**src/rtl/scan_mux_pkg.sv**
```systemverilog
// Shared encodings and helpers for the scanning N-channel mux.
package scan_mux_pkg;

    localparam logic MODE_MAN  = 1'b0;
    localparam logic MODE_SCAN = 1'b1;

    typedef enum logic {
        ST_MAN  = 1'b0,
        ST_SCAN = 1'b1
    } sel_state_e;

    function automatic int clog2(input int n);
        int r;
        r = 0;
        while ((1 << r) < n) r++;
        return r;
    endfunction

endpackage

```
**src/rtl/scan_mux_n_if.sv**
```systemverilog
// Source/consumer bundle of the scanning mux; master drives sources and ready.
interface scan_mux_n_if #(
    parameter int WIDTH = 8,
    parameter int CH    = 4
);
    import scan_mux_pkg::*;
    localparam int SEL_W = clog2(CH);

    logic                 mode;
    logic [SEL_W-1:0]     sel_in;
    logic                 sel_load;
    logic [CH*WIDTH-1:0]  din;
    logic [CH-1:0]        din_valid;
    logic [WIDTH-1:0]     dout;
    logic [SEL_W-1:0]     dout_ch;
    logic                 dout_valid;
    logic                 dout_ready;
    logic                 sel_err;

    modport master (
        output mode, sel_in, sel_load, din, din_valid, dout_ready,
        input  dout, dout_ch, dout_valid, sel_err
    );

    modport slave (
        input  mode, sel_in, sel_load, din, din_valid, dout_ready,
        output dout, dout_ch, dout_valid, sel_err
    );

endinterface

```
**src/rtl/scan_mux_sel_ctrl.sv**
```systemverilog
// Channel-select state machine: manual load-on-strobe or timed scan rotation.
module scan_mux_sel_ctrl
    import scan_mux_pkg::*;
#(
    parameter  int CH    = 4,
    parameter  int DWELL = 4,
    localparam int SEL_W = clog2(CH)
) (
    input  logic             clk,
    input  logic             rst_n,
    input  logic             mode_i,
    input  logic [SEL_W-1:0] sel_in_i,
    input  logic             sel_load_i,
    input  logic             stall_i,
    output logic [SEL_W-1:0] cur_sel_o,
    output logic             sel_err_o
);

    localparam int CNT_W = (DWELL > 1) ? clog2(DWELL) : 1;

    sel_state_e       state_q;
    logic [SEL_W-1:0] sel_q;
    logic [CNT_W-1:0] cnt_q;
    logic [CNT_W-1:0] cnt_cur;
    logic             err_q;
    logic             sel_ok;

    assign sel_ok  = 32'(sel_in_i) < CH;
    // Entering scan starts the current channel's slot from a fresh count.
    assign cnt_cur = (state_q == ST_MAN) ? '0 : cnt_q;

    always_ff @(posedge clk or negedge rst_n) begin
        if (!rst_n) begin
            state_q <= ST_MAN;
            sel_q   <= '0;
            cnt_q   <= '0;
            err_q   <= 1'b0;
        end else begin
            state_q <= (mode_i == MODE_SCAN) ? ST_SCAN : ST_MAN;
            err_q   <= (mode_i == MODE_MAN) && sel_load_i && !sel_ok;
            if (mode_i == MODE_MAN) begin
                if (sel_load_i && sel_ok) sel_q <= sel_in_i;
            end else if (stall_i) begin
                cnt_q <= cnt_cur;
            end else if (cnt_cur == CNT_W'(DWELL - 1)) begin
                cnt_q <= '0;
                sel_q <= (sel_q == SEL_W'(CH - 1)) ? '0 : sel_q + SEL_W'(1);
            end else begin
                cnt_q <= cnt_cur + CNT_W'(1);
            end
        end
    end

    assign cur_sel_o = sel_q;
    assign sel_err_o = err_q;

endmodule

```
**src/rtl/scan_mux_n.sv**
```systemverilog
// Registered N-channel mux with manual/scan select and a valid/ready output stage.
module scan_mux_n
    import scan_mux_pkg::*;
#(
    parameter int WIDTH = 8,
    parameter int CH    = 4,
    parameter int DWELL = 4
) (
    input  logic        clk,
    input  logic        rst_n,
    scan_mux_n_if.slave bus
);

    localparam int SEL_W = clog2(CH);

    logic [CH-1:0][WIDTH-1:0] ch_data;
    logic [SEL_W-1:0]         cur_sel;
    logic                     stall;
    logic                     sel_err;
    logic [WIDTH-1:0]         dout_q;
    logic [SEL_W-1:0]         dout_ch_q;
    logic                     dout_valid_q;

    assign ch_data = bus.din;
    assign stall   = dout_valid_q && !bus.dout_ready;

    scan_mux_sel_ctrl #(.CH(CH), .DWELL(DWELL)) u_sel (
        .clk        (clk),
        .rst_n      (rst_n),
        .mode_i     (bus.mode),
        .sel_in_i   (bus.sel_in),
        .sel_load_i (bus.sel_load),
        .stall_i    (stall),
        .cur_sel_o  (cur_sel),
        .sel_err_o  (sel_err)
    );

    // An unselected-invalid source simply loads a bubble (valid low).
    always_ff @(posedge clk or negedge rst_n) begin
        if (!rst_n) begin
            dout_q       <= '0;
            dout_ch_q    <= '0;
            dout_valid_q <= 1'b0;
        end else if (!stall) begin
            dout_q       <= ch_data[cur_sel];
            dout_ch_q    <= cur_sel;
            dout_valid_q <= bus.din_valid[cur_sel];
        end
    end

    assign bus.dout       = dout_q;
    assign bus.dout_ch    = dout_ch_q;
    assign bus.dout_valid = dout_valid_q;
    assign bus.sel_err    = sel_err;

endmodule

```
**src/flat_wrapper.sv**
```systemverilog
// flat-port wrapper written by rule: the top's interface ports become plain ports
module scan_mux_n_flat import scan_mux_pkg::*;
#(
    parameter int WIDTH = 8,
    parameter int CH    = 4,
    parameter int DWELL = 4
)
  (clk, rst_n, bus_mode, bus_sel_in, bus_sel_load, bus_din, bus_din_valid, bus_dout_ready, bus_dout, bus_dout_ch, bus_dout_valid, bus_sel_err);
  scan_mux_n_if #(.WIDTH(WIDTH), .CH(CH)) bus_i ();
  input  logic clk;
  input  logic rst_n;
  input wire logic [$bits(bus_i.mode)-1:0] bus_mode;
  input wire logic [$bits(bus_i.sel_in)-1:0] bus_sel_in;
  input wire logic [$bits(bus_i.sel_load)-1:0] bus_sel_load;
  input wire logic [$bits(bus_i.din)-1:0] bus_din;
  input wire logic [$bits(bus_i.din_valid)-1:0] bus_din_valid;
  input wire logic [$bits(bus_i.dout_ready)-1:0] bus_dout_ready;
  output wire logic [$bits(bus_i.dout)-1:0] bus_dout;
  output wire logic [$bits(bus_i.dout_ch)-1:0] bus_dout_ch;
  output wire logic [$bits(bus_i.dout_valid)-1:0] bus_dout_valid;
  output wire logic [$bits(bus_i.sel_err)-1:0] bus_sel_err;
  assign bus_i.mode = bus_mode;
  assign bus_i.sel_in = bus_sel_in;
  assign bus_i.sel_load = bus_sel_load;
  assign bus_i.din = bus_din;
  assign bus_i.din_valid = bus_din_valid;
  assign bus_i.dout_ready = bus_dout_ready;
  assign bus_dout = bus_i.dout;
  assign bus_dout_ch = bus_i.dout_ch;
  assign bus_dout_valid = bus_i.dout_valid;
  assign bus_sel_err = bus_i.sel_err;
  scan_mux_n #(.WIDTH(WIDTH), .CH(CH), .DWELL(DWELL)) u_core (.clk(clk), .rst_n(rst_n), .bus(bus_i));
endmodule
```
**config.mk**
```make
export PLATFORM = sky130hd
export DESIGN_NAME = scan_mux_n_flat
export DESIGN_NICKNAME = d
export VERILOG_FILES = /design/src/rtl/scan_mux_pkg.sv /design/src/rtl/scan_mux_n_if.sv /design/src/rtl/scan_mux_sel_ctrl.sv /design/src/rtl/scan_mux_n.sv /design/src/flat_wrapper.sv
export SDC_FILE = /design/constraint.sdc
export NUM_CORES = 1
export LEC_CHECK = 0
export ABC_AREA = 1
export ABC_CLOCK_PERIOD_IN_PS = 1300
export BUFFER_PORTS_ARGS = -buffer_cell sky130_fd_sc_hd__buf_2
export CAP_MARGIN = 25
export CORE_MARGIN = 5
export CORE_UTILIZATION = 45
export CTS_CLUSTER_SIZE = 25
export DETAILED_ROUTE_END_ITERATION = 12
export PLACE_DENSITY = 0.79
export RECOVER_POWER = 50
export SKIP_CTS_REPAIR_TIMING = 1
export SLEW_MARGIN = 10
export SYNTH_ARGS = -nofsm -noshare
export SYNTH_HDL_FRONTEND = slang
export SYNTH_SLANG_ARGS = --single-unit
```
**constraint.sdc**
```tcl
create_clock -name clk -period 1.3 [get_ports clk]
set_input_delay 0.325 -clock clk [delete_from_list [all_inputs] [get_ports clk]]
set_output_delay 0.325 -clock clk [all_outputs]
set_load 0.05 [all_outputs]
```
## After elaboration in Yosys (flattened, before gate mapping)

Index checks and enable logic that the tools add are counted.
Widths: inputs -> output; s select.

| word-level totals | value |
|---|---|
| register bits after elaboration | 16 |
| output and inout bits | 12 |
| logic and storage cells | 30 |

| cells by class | value |
|---|---|
| $add $sub $neg | 2 |
| $lt $le $gt $ge | 1 |
| equality and inequality tests | 4 |
| mux-type cells | 13 |
| reduce and logical (&&, ||, !) cells | 4 |

Operator list:

| kind | number |
|---|---|
| $bmux 8 s2 | 1 |
| $mux 2 | 8 |
| $mux 8 | 1 |
| $add 2x1->2 const B | 2 |
| $eq 2x2->1 const B | 2 |
| $lt 2x3->1 const B | 1 |
| $reduce_and 3->1 | 1 |
| $bmux 1 s2 | 1 |
| $mux 1 | 2 |
| $ne 2x1->1 const B | 1 |
| $ne 2x2->1 const B | 1 |
| $reduce_bool 2->1 | 1 |
| $logic_and 1x1->1 | 1 |
| $logic_not 1->1 | 1 |

## Logic depth before layout (Yosys ltp)

Gate-level depths: netlist of the first run.

| depth | value |
|---|---|
| depth in word-level cells | 5 |
| mapped depth | 7 |
| gate-level depth less buffers | 7 |

## Cells and area by module

A second synthesis of the first run with hierarchy kept.

| second synthesis, totals | value |
|---|---|
| cell total of the unflattened synthesis | 168 |
| area total of the unflattened synthesis | 1086.0 um^2 |

Modules (own cells, without submodules):

| module | times used | cells an instance | area an instance (um^2) |
|---|---|---|---|
| scan_mux_n | 1 | 126 | 784.5 |
| scan_mux_sel_ctrl | 1 | 42 | 301.5 |

## Least setup slack after synthesis of the first run

Ideal clock, no wire load.

| timing path | value |
|---|---|
| path type | register -> register |
| start | register u_core.dout_valid_q, in the netlist u_core.bus.dout_valid |
| end | register u_core.u_sel.cnt_q[1] |
| setup time | 0.065 ns |
| arrival | 1.221 ns |
| slack | 0.014 ns |
| stages on the path, launching flop included | 6 |
| path buffers | 1 |
| clock period less this slack | 1.286 ns |
| path through | dfrtp_1 > nand2_1 > buf_2 > o21ai_0 > nand2_1 > nand2_1 |

| between the ends | value |
|---|---|
| longest elaborated chain between the ends | 2 |

RTL lines:

| what | RTL line | text |
|---|---|---|
| start: declaration | scan_mux_n.sv:22 | `logic dout_valid_q;` |
| start signal: assignment | scan_mux_n.sv:47 | `dout_valid_q <= bus.din_valid[cur_sel];` |
| $logic_and 1x1->1 | scan_mux_n.sv:25 | `assign stall = dout_valid_q && !bus.dout_ready;` |
| $mux 2 | scan_mux_sel_ctrl.sv:43 | `end else if (stall_i) begin` |
| end signal: assignment | scan_mux_sel_ctrl.sv:44 | `cnt_q <= cnt_cur;` |
| end signal: assignment | scan_mux_sel_ctrl.sv:49 | `cnt_q <= cnt_cur + CNT_W'(1);` |
| end: declaration | scan_mux_sel_ctrl.sv:23 | `logic [CNT_W-1:0] cnt_q;` |

No other way between the ends.
A chain may end at the register's enable or synchronous reset.

## Worst setup path in the final report of the first run

| timing path | value |
|---|---|
| start | register u_core.dout_q[5], in the netlist u_core.bus.dout[5] |
| end | output bus_dout[5] |

RTL lines:

| what | RTL line | text |
|---|---|---|
| start: declaration | scan_mux_n.sv:20 | `logic [WIDTH-1:0] dout_q;` |
| start signal: assignment | scan_mux_n.sv:45 | `dout_q <= ch_data[cur_sel];` |
| end: declaration | flat_wrapper.sv:18 | `output wire logic [$bits(bus_i.dout)-1:0] bus_dout;` |

No word-level cell between the ends.

==> metrics.md, run 1 <==
| Metric | Value |
|---|---|
| Register area share after synthesis | `0.364` |
| Fraction of layout cells with a size suffix above 1 | `0.258` |
| Most frequent cells in the layout | `nand2_1, buf_2, inv_1` |
| Number of diodes | `0` |
| Num rows | `18` |
| Vias in the first global route | `1111` |
| Antenna-violating nets left | `0` |
| Setup WS post-layout | `56.7 ps` |
| WS Path Type | `register to output pin` |
| Die area | `~3500 sq um` |
| Uppermost layer routed | `met4` |
| Post-Place Worst Slack | `109 ps` |
| Die Span X | `59.4 microns` |
| Mux share of post-synthesis cell area | `0` |
| Final hold violations | `0` |
| Pre-Repair DR Iteration Count | `4` |
| Area occupied by multi-input gates | `512 sq um` |
| Hold crit path type | `input port to register` |
| Clock Skews | `about 1.1 ps` |
| Status | `finished, final reports clean` |
| Mapped Cells | `184` |
| Largest net degree at the start of global routing | `20` |
| Gr ovfl total | `0` |
| PD cells | `around 1700 nW/um^2` |
| Syn avg cell area | `5.97 sq um` |
| Synthesized flop and latch total | `16` |
| Wire length on met2 | `between 1 and 1.5 mm` |
| Initial DRC count | `14` |
| Simple-Gate Fraction of Synth Area | `0.413` |
| DPL Wire Length | `around 2.1 mm` |
| Latest clock arrival within the worst-skew pair | `~280 ps` |
| Synth Area in Adders | `0.0228` |
| Main combinational cell family by area after synthesis | `simple AND/OR/NAND/NOR gates` |
| Crit-path cells | `buf_2` |
| Port Buf Inserts | `53` |
| TNS Setup | `0 ps` |
| Final worst-path cycle share | `0.956` |
| Die height | `59.4 microns` |
| CP arrival | `920 ps` |
| Post-Syn Nets | `229` |
| Initial cell density of the core | `0.456` |
| CP max stage delay | `360 ps` |
| RSZ-0062 raised after global routing | `false` |
| First-pass GRT wire length | `4.36 mm` |
| Root buf cell | `clkbuf_4` |
| Crit path time final | `1240 ps` |
| Total of max-cap violations | `0` |
| Slew Viols, Final | `0` |
| M1 WL | `1.19 mm` |
| Htree depth | `1` |
| Complex-gate fraction of the synthesized area | `0.0182` |
| Worst setup EP type | `output pin` |
| Number of remaining DRC errors | `0` |
| Final Wtd Congestion | `0.888` |
| Pwr Total | `2.48 mW` |
| Storage element area | `400 sq um` |
| CTS sink count | `16` |
| Initial antenna violation count | `0` |
| Drt wl/cell | `around 9.6 microns` |
| XOR/XNOR Fraction of Synth Area | `0.00797` |
| Worst Path Buf+Inv | `1` |
| Synthesized cell area | `around 1100 sq um` |
| I/O pins | `55` |
| Core area | `2410 sq um` |
| Max VDD drop | `1.03 mV` |
| Standby leakage power | `0.984 nW` |
| Fmax | `0.804 GHz` |
| Area Growth Syn to Fin | `31.7%` |
| Clock Tree Buf Depth | `2` |
| Worst-path fanout max | `2` |
| GRT Total Usage | `0.160` |
| Yosys cell types | `14` |
| Filler Cell Count | `250` |
| CP required | `980 ps` |
| Clock-pin slew on the worst setup and hold paths | `100 ps` |
| Final setup fails | `0` |
| Post-layout util | `0.600` |
| CTS buffer count | `3` |
| Crit start category | `register` |
| CP delay by family, top | `flip-flops` |
| Worst hold margin | `247 ps` |
| Clock tree from TritonCTS | `built` |
| Met3 Routed Length | `158 microns` |
| CP max-delay cell | `dfrtp_1` |
| Most common cell after layout, fill and taps aside | `nand2_1` |
| Ys Warns | `0` |
| Final #Nets | `286` |
| Total number of vias | `between 1000 and 1500` |
| Vias per cell | `~4.5` |
| Post-Route WL | `2.58 mm` |
==> flip-flops by register name, indices dropped and copies added (netlist names) <==
register                cells
u_core.u_sel.state_q        1
u_core.bus.dout             8
u_core.u_sel.cur_sel_o      2
u_core.bus.dout_valid       1
u_core.u_sel.cnt_q          2
u_core.bus.dout_ch          2
==> path summary, 6_finish.rpt <==
check	from	end	slack (ps)	cells after the start
worst max-delay path	u_core.bus.dout[5]	bus_dout[5]	60	1
worst min-delay path	bus_mode	u_core.u_sel.state_q	250	1
worst max register to register	u_core.u_sel.cur_sel_o[1]	u_core.bus.dout[5]	150	5
worst min register to register	u_core.bus.dout[4]	u_core.bus.dout[4]	480	2
max in group asynchronous	rst_n	u_core.u_sel.cur_sel_o[0]	520	2
min in group asynchronous	rst_n	u_core.bus.dout_valid	490	2
==> cells in the mapped netlist <==
library cell | n | area [sq um]
buf_2 | 5 | 25.0
buf_4 | 2 | 15.0
clkinv_1 | 1 | 3.75
conb_1 | 1 | 3.75
dfrtp_1 | 16 | 400
ha_1 | 2 | 25.0
inv_1 | 37 | 139
inv_2 | 1 | 3.75
nand2_1 | 92 | 345
nand3_1 | 21 | 105
nor2_1 | 1 | 3.75
o21ai_0 | 3 | 15.0
o21ai_1 | 1 | 5.00
xor2_1 | 1 | 8.76
==> report_power, final <==
group	total [mW]	internal, mW	switching, mW
combinational	1.36	0.388	0.971
clock	0.336	0.170	0.165
sequential	0.784	0.677	0.107
total	2.48	1.24	1.24
==> logic make-up after synthesis <==
kind of cell               after synthesis
adders and majority gates                2
xor gates and xnor gates                 1
DFF                                     16
and+or+nand+nor                        114
AOI/OAI and AO/OA                        4
buffers and inverters                   46
other                                    1
==> per-layer routing <==
layer,vias up,track usage
met5,-,0
met4,0,0.0550
met3,4,0.0327
met2,31,0.267
met1,538,0.205
li1,645,-
==> metrics by stage <==
step                      instances  area (sq um)
after CTS                       269          1440
final                           270          1450
after global routing            270          1450
after global placement          265          1400
after detailed placement        265          1400
after floorplan                 184          1100
==> final cells by class <==
class | count | share of cell area
clock buffers | 4 | 0.0251
inverters | 39 | 0.103
multi-input cells | 122 | 0.354
flip-flops and latches | 16 | 0.277
well taps | 30 | 0.0260
repair buffers | 59 | 0.215
Note: power is estimated with default switching activity, not from simulation.
==> run 2: changes to the inputs <==
--- a/config.mk
+++ b/config.mk
@@ -6,14 +6,15 @@
 export NUM_CORES = 1
 export LEC_CHECK = 0
 export ABC_AREA = 1
-export ABC_CLOCK_PERIOD_IN_PS = 1300
+export ABC_CLOCK_PERIOD_IN_PS = 1100
 export BUFFER_PORTS_ARGS = -buffer_cell sky130_fd_sc_hd__buf_2
 export CAP_MARGIN = 25
+export CORE_ASPECT_RATIO = 0.6
 export CORE_MARGIN = 5
-export CORE_UTILIZATION = 45
+export CORE_UTILIZATION = 41
 export CTS_CLUSTER_SIZE = 25
 export DETAILED_ROUTE_END_ITERATION = 12
-export PLACE_DENSITY = 0.79
+export PLACE_DENSITY = 0.76
 export RECOVER_POWER = 50
 export SKIP_CTS_REPAIR_TIMING = 1
 export SLEW_MARGIN = 10
==> constraint.sdc (replaced) <==
create_clock -name clk -period 1.1 [get_ports clk]
set_input_delay 0.275 -clock clk [delete_from_list [all_inputs] [get_ports clk]]
set_output_delay 0.275 -clock clk [all_outputs]
set_load 0.05 [all_outputs]
==> run 2 against run 1 <==
  * The flow now finishes with violations (negative setup slack)
  * Worst setup slack got worse by 62 ps
  * Clock skew up 0.62 ps
  * Wire length rose by 20%
  * Combinational power rose by 50%
  * Critical path depth up 6
  * Final area grew 14%
  * Die area rose by 9.0%
  * Utilization grew 5.1 points
  * Register-to-register slack worse by 160 ps
  * Critical path type is now register to register
  * Critical endpoint is now u_core.u_sel.cnt_q[1]
  * Largest cell class unchanged
  * Largest power group unchanged
  * Highest routed layer unchanged
==> metrics.md, run 2 (synthesized netlist as in run 1, its figures left out) <==
| Metric | Value |
|---|---|
| Reg-to-Reg Start | `u_core.u_sel.state_q` |
| Clock Skews | `1.70 ps` |
| Antenna-violating nets left | `0` |
| I/O pins | `55` |
| Final Wtd Congestion | `0.819` |
| Post-Place Worst Slack | `-29.2 ps` |
| Storage element area | `~400 sq um` |
| Area Growth Syn to Fin | `50.5%` |
| Number of remaining DRC errors | `0` |
| CTS buffer count | `3` |
| Clock tree from TritonCTS | `built` |
| Num rows | `14` |
| Final Non-Filler Cells | `~280` |
| CTS sink count | `16` |
| Worst hold margin | `221 ps` |
| Post-Place Cells | `approximately 270` |
| HP Start | `bus_mode` |
| CP max stage delay | `400 ps` |
| Largest net degree at the start of global routing | `20` |
| Final hold violations | `0` |
| Fmax | `0.905 GHz` |
| Crit start category | `register` |
| Die height | `about 50 microns` |
| Clock-pin slew on the worst setup and hold paths | `70 ps` |
| Die area | `3850 sq um` |
| CP max-delay cell | `dfrtp_1` |
| Worst setup EP type | `register` |
| Pre-Repair DR Iteration Count | `4` |
| Final worst-path cycle share | `1.00` |
| GRT Total Usage | `0.151` |
| Hold crit path type | `input port to register` |
| Most common cell after layout, fill and taps aside | `nand2_1` |
| Failing checks | `negative setup slack` |
| Reg2reg end | `u_core.u_sel.cnt_q[1]` |
| PD cells | `2160 nW/um^2` |
| Latest clock arrival within the worst-skew pair | `around 250 ps` |
| Vias in the first global route | `1114` |
| Hold EP | `u_core.u_sel.state_q` |
| Total of max-cap violations | `0` |
| Standby leakage power | `1.05 nW` |
| Max VDD drop | `1.17 mV` |
| CP required | `around 1300 ps` |
| Initial DRC count | `52` |
| Pwr Total | `3.57 mW` |
| RSZ-0062 raised after global routing | `true` |
| First-pass GRT wire length | `~4.8 mm` |
| Fraction of layout cells with a size suffix above 1 | `0.325` |
| Port Buf Inserts | `53` |
| Htree depth | `1` |
| Clock Tree Buf Depth | `2` |
| Worst-path fanout max | `3` |
| Crit path top cell by count | `nand2_1` |
| Final #Nets | `295` |
| Most frequent cells in the layout | `nand2_1, buf_2, inv_1` |
| Area occupied by multi-input gates | `approximately 540 sq um` |
| Register-to-Register Path Depth | `7` |
| Crit-path cells | `nand2_1 -> inv_1 -> ha_1 -> nand2_1 -> o21ai_1 -> nand2_1 -> nand2_1` |
| Crit path time final | `between 1000 and 1500 ps` |
| Filler Cell Count | `255` |
| Final setup fails | `1` |
| Largest register FFs | `8` |
| DPL Wire Length | `2.21 mm` |
| Drt wl/cell | `11.0 microns` |
| WS Path Type | `register to register` |
| Crit path launch | `u_core.u_sel.state_q` |
| Post-Route WL | `around 3.1 mm` |
| Initial cell density of the core | `0.433` |
| Gr ovfl total | `0` |
| Root buf cell | `clkbuf_8` |
| Status | `finished, violations left` |
| CP arrival | `between 1000 and 1500 ps` |
| Initial antenna violation count | `0` |
| Hold depth | `1` |
| Total number of vias | `about 1200` |
| Vias per cell | `4.44` |
| Core area | `2540 sq um` |
| Number of diodes | `0` |
| Slew Viols, Final | `0` |
| R2R Setup Slk | `-5 ps` |
| Die Span X | `76.8 microns` |
| Setup WS post-layout | `-5.02 ps` |
[run 2: through the flow]
step	cell area [sq um]	TNS, ps	utilization
after floorplan	1100	0	-
after global placement	1420	-2.72	0.559
after detailed placement	1420	-170	0.559
after CTS	1480	-872	0.581
after global routing	1650	-421	0.651
final	1650	-5.02	0.651
[run 2: how the worst max path moves through the flow]
stage,slack (ps),endpoint
floorplan,3,u_core.u_sel.cnt_q[1]
global placement,-3,u_core.bus.dout[5]
detailed placement,-30,u_core.bus.dout[0]
CTS,-60,bus_dout_ch[1]
global route,-80,u_core.u_sel.cnt_q[1]
finish,-5,u_core.u_sel.cnt_q[1]
[run 2: cell type report]
cell class / count / share of cell area
Clock buffer: 4 / 0.0333
Inverter: 39 / 0.0954
Multi-Input combinational cell: 122 / 0.326
Sequential cell: 16 / 0.245
Tap cell: 32 / 0.0242
Timing Repair Buffer: 67 / 0.272
Timing Repair inverter: 1 / 0.00454
[run 2: worst max-delay path, delay by kind of cell, from the launching register on]
kind	cells	cell delay, ps
AO/OA/AOI/OAI	1	60
adder cells (fa/ha/maj)	1	260
buffers and inverters	1	50
flip-flops	1	400
AND/OR/NAND/NOR	4	240
[run 2: report_power, final]
part | internal (mW) | switching, mW | leakage (nW) | total, mW
Clock | 0.318 | 0.215 | 0.0288 | 0.533
Combinational | 0.815 | 1.22 | 0.834 | 2.04
Sequential | 0.810 | 0.195 | 0.191 | 1.01
Total | 1.94 | 1.63 | 1.05 | 3.57
[run 2: metal layers]
metal	GRT usage	vias up	part of all wire	wire length (microns)
met5	0	-	0	0
li1	-	662	-	-
met3	0.0564	5	0.063	194
met1	0.203	538	0.50	1560
met2	0.225	44	0.43	1320
met4	0.0436	0	0.0087	27
